<file path="src/rtl/barrel_sft.sv">
// Registered logical barrel shifter: log2 mux network of SHW stages, one result per clock.
// Output register clears synchronously when rst_n is low.
module barrel_sft #(
    parameter int WIDTH = 8,
    parameter int SHW   = 3
) (
    input  logic             clk,
    input  logic             rst_n,
    input  logic [WIDTH-1:0] in,
    input  logic [SHW-1:0]   shift,
    input  logic             direction,
    output logic [WIDTH-1:0] out
);

    logic [SHW:0][WIDTH-1:0] stage;

    assign stage[0] = in;

    // Stage k moves the word by 2^k positions when shift[k] is set; vacated bits are zero.
    for (genvar k = 0; k < SHW; k++) begin : g_stage
        logic [WIDTH-1:0] shl;
        logic [WIDTH-1:0] shr;

        assign shl = stage[k] << (2 ** k);
        assign shr = stage[k] >> (2 ** k);

        always_comb begin
            stage[k+1] = stage[k];
            if (shift[k]) begin
                stage[k+1] = direction ? shl : shr;
            end
        end
    end

    always_ff @(posedge clk) begin
        if (!rst_n) begin
            out <= '0;
        end else begin
            out <= stage[SHW];
        end
    end

endmodule

</file>
<file path="config.mk">
export PLATFORM = sky130hd
export DESIGN_NAME = barrel_sft
export DESIGN_NICKNAME = d
export VERILOG_FILES = /design/src/rtl/barrel_sft.sv
export SDC_FILE = /design/constraint.sdc
export NUM_CORES = 1
export LEC_CHECK = 0
export CAP_MARGIN = 25
export CORE_MARGIN = 10
export CORE_UTILIZATION = 30
export DETAILED_ROUTE_END_ITERATION = 8
export GPL_ROUTABILITY_DRIVEN = 0
export HOLD_SLACK_MARGIN = 0.02
export SETUP_SLACK_MARGIN = 0.15
export SLEW_MARGIN = 0
export SYNTH_ARGS = -nofsm -noshare
export SYNTH_HDL_FRONTEND = slang
export SYNTH_SLANG_ARGS = --single-unit
</file>
<file path="constraint.sdc">
create_clock -name clk -period 1.6 [get_ports clk]
set_input_delay 0.48 -clock clk [delete_from_list [all_inputs] [get_ports clk]]
set_output_delay 0.48 -clock clk [all_outputs]
set_load 0.005 [all_outputs]
</file>
After elaboration in Yosys (flattened, before gate mapping)
Index checks and enable logic that the tools add are counted.
{"block": "classes", "n_mux": 6}
{"op": "8-bit 2-to-1 mux", "n": 6}
{"block": "totals", "regBits": 8, "in_bits": 14}

Longest topological paths before layout
{"block": "logic_depth", "word_depth": 6, "mapped_depth": 6, "ltp_nobuf": 4}

Worst setup path before layout
No wires, ideal clock.
{"block": "synth_path", "path_type": "input-to-reg", "from": "input port direction", "to": "register out[0]", "setup_ps": 133, "t_arrival_ps": 1372, "required_ps": 1467, "path_slack_ps": 96, "cell_stages": 4, "path_cell_list": "buf_6 > mux4_2 > a21oi_2 > o221ai_2"}
{"block": "synth_via", "elab_chain_cells": 6}
{"element": "from (decl)", "line": "11", "text": "input logic direction,"}
{"element": "8-bit 2-to-1 mux", "line": "30", "text": "stage[k+1] = direction ? shl : shr;"}
{"element": "8-bit 2-to-1 mux", "line": "29", "text": "if (shift[k]) begin"}
{"element": "8-bit 2-to-1 mux", "line": "30"}
{"element": "8-bit 2-to-1 mux", "line": "29"}
{"element": "8-bit 2-to-1 mux", "line": "30"}
{"element": "8-bit 2-to-1 mux (*)", "line": "29"}
{"element": "to (signal assigned)", "line": "39", "text": "out <= stage[SHW];"}
{"element": "to (decl)", "line": "12", "text": "output logic [WIDTH-1:0] out"}
Mark *: on every way between the ends. The rest lies on a longest branch, timed or not.
A chain may end at the register's enable or synchronous reset.

Worst setup path in the final report
{"block": "layout_path", "from": "input port in[6]", "to": "register out[0]"}
{"block": "layout_via", "elab_chain_cells": 5}
{"element": "from (decl)", "line": "9", "text": "input logic [WIDTH-1:0] in,"}
{"element": "8-bit 2-to-1 mux", "line": "29"}
{"element": "8-bit 2-to-1 mux", "line": "30"}
{"element": "8-bit 2-to-1 mux", "line": "29"}
{"element": "8-bit 2-to-1 mux", "line": "30"}
{"element": "8-bit 2-to-1 mux", "line": "29"}
No other way between the ends.

==> metrics <==
largest net degree at the start of global routing 12; slowest cell delay on critical path around 0.49 ns; Antenna Nets Post-Route 0; post-synth top area cell dfxtp_1; total design power 586 uW; max reg flops 8; asr flop ratio synth 0; number of buffers created by CTS 3; Synth Area in Simple Gates 0.127; crit path kind in -> reg; Die Wd 66.2 microns; NetSw 168 uW; outcome completed; most common library cells after synthesis mux2i_1, dfxtp_1, nor2_1, o22ai_1; # fillers 201; share of layout cells above drive strength 1 0.336; Post-Syn Area 639 sq um; switching part of the total 0.286; Top reg by flops out; vias in the first global route 722; # DRC 0; dpl cells 134; Worst Path Buf+Inv 1; Hold Path Class in -> reg; Initial Util 0.319; DR pass1 iterations 3; input/output buffers 21; Avg WL per Cell 13.7 microns; # H-tree levels 1; Final Non-Filler Cells 137; Core Area 2000 sq um; actual slew at the worst max-slew pin 0.303 ns; synthesized flop and latch total 8; top flop regs out (8); root buffer cell clkbuf_4; Final Setup Violations 0; Mapped Nets 88; vias per cell 5.06; min-delay src in[0]; total clock sinks 8; clk slew on worst S/H paths 0.05 ns; antenna violations before repair 0; drt initial violations 4; Sequential Power Share 0.367; Pwr per Cell Area 567 nW/um^2; Sequential Area 160 sq um; P_leak around 0.00046 uW; Die Ht 66.2 microns; DR vias 693; CP delay by family, top multiplexers; Clock Power Share 0.246; VDD IR-drop max 0.241 mV; Routed Wire Length 1880 microns; Post-CTS Setup Inserts 0; largest cells by area after synthesis dfxtp_1, mux2i_1, o22ai_1; global-route wire length before repair 3060 microns; number of synthesized flops with an enable pin 0; post-synthesis mux area share 0.262; antenna cell count 0; Tot GR Track Use 0.0861; final hold vios 0; cell count after synthesis between 70 and 80; Synth Area in Compound Gates 0.266; startpoint types input pin; predominant post-synthesis flop cell dfxtp_1; internal power 419 uW; overflow left after global routing 0; Worst Hold End out[4]; worst hold path depth 4; Final min period 1.40 ns; I/O Pins 22; dpl hpwl between 1000 and 1500 microns; CP Capture Type register; post-synthesis cell type count 24; Longest Clk Path Bufs 2; CTS tree yes; CP Cell Sequence dlygate4sd2_1 -> mux4_2 -> a21oi_4 -> o221ai_2; Die ar. between 4000 and 5000 sq um; mean post-synth cell area just under 9 sq um; fin nets around 130; Ys Warns 0; largest family of logic cells by synthesized area compound AO/OA/AOI/OAI gates; final worst-path cycle share 0.875; most common cell in the netlist mux2i_1; Max-Cap Viols 0; Post-Synth Adder-Cell Area 0; max_slew headroom 0.797; Worst Path Max Fanout 4; register area share after synthesis 0.250; CP Data Required Time 1.72 ns; crit path DAT 1.52 ns; Multi-input gate area 463 sq um; f_max 0.714 GHz; share of the synthesized area in the top cell type 0.250; # rows 16; xor/xnor share of the synthesized area 0; Hold Worst Slack 0.800 ns; Comb power frac 0.387; RSZ-0062 raised after global routing false; Area growth syn-to-layout 61.6%; Max Slew Vio Count 0; Slowest cell on crit path mux4_2
[power groups by stage]
stage | combinational [uW] | clock [uW] | sequential [uW]
2_1_floorplan | 112 | 0 | 222
3_3_place_gp | 225 | 0 | 220
3_5_place_dp | 226 | 0 | 220
4_1_cts | 218 | 151 | 216
5_1_grt | 248 | 154 | 216
6_report | 227 | 144 | 215
[layout by cell type, fill, tap and decap left out, types with 3 or more instances in the layout]
cell,netlist,routed
clkbuf_4,0,3
clkdlybuf4s15_1,0,3
mux2i_1,10,10
o22ai_1,8,8
buf_4,1,18
a211oi_1,5,3
nor2_1,8,8
dlygate4sd2_1,0,15
nand3_1,4,4
nand2_1,3,3
dfxtp_1,8,8
a21oi_1,5,3
[layout make-up]
class	count	area share
multi-input combinational	57	0.448
clock buffer	3	0.0218
tap	27	0.0327
sequential	8	0.155
timing repair buffer	41	0.339
inverter	1	0.00363
[cell families after synthesis]
group,count (synthesis)
AOI/OAI and AO/OA,25
buffers and inverters,9
muxes,14
and+or+nand+nor,18
DFF,8
[through the flow]
step / util / setup TNS, ns / worst slack (ns) / instance area (sq um)
after floorplan: - / 0 / 0.150 / 652
after global placement: 0.490 / -2.94 / -0.392 / 981
after detailed placement: 0.490 / -2.98 / -0.388 / 981
after CTS: 0.506 / 0 / 0.157 / 1010
after global routing: 0.516 / 0 / 0.155 / 1030
final: 0.516 / 0 / 0.200 / 1030
[tightest hold or removal path: stages]
cell,delay (ns)
dlygate4sd2_1,0.22
buf_4,0.13
nand2_1,0.07
o22ai_1,0.10
[layer usage]
layer,part of all wire,vias up,GRT usage
met2,0.45,21,0.147
met3,0.11,0,0.0390
met1,0.44,316,0.0858
met5,0,-,0
li1,-,356,-
met4,0,0,0.0445
[worst max-delay path by stage]
stage	end	startpoint	cells past startpoint	slack, ns
floorplan	out[0]	direction	4	0.15
global placement	out[2]	direction	6	-0.39
detailed placement	out[2]	direction	6	-0.39
CTS	out[0]	in[1]	4	0.16
global route	out[0]	in[1]	4	0.15
finish	out[0]	in[6]	4	0.20
[repair_timing]
item / CTS / global route
resized for setup: 27 / 6
pin swaps: 6 / 2
hold buffers: 0 / 0
endpoints found under the setup margin: 16 / 5
(Power assumes the default switching activity.)
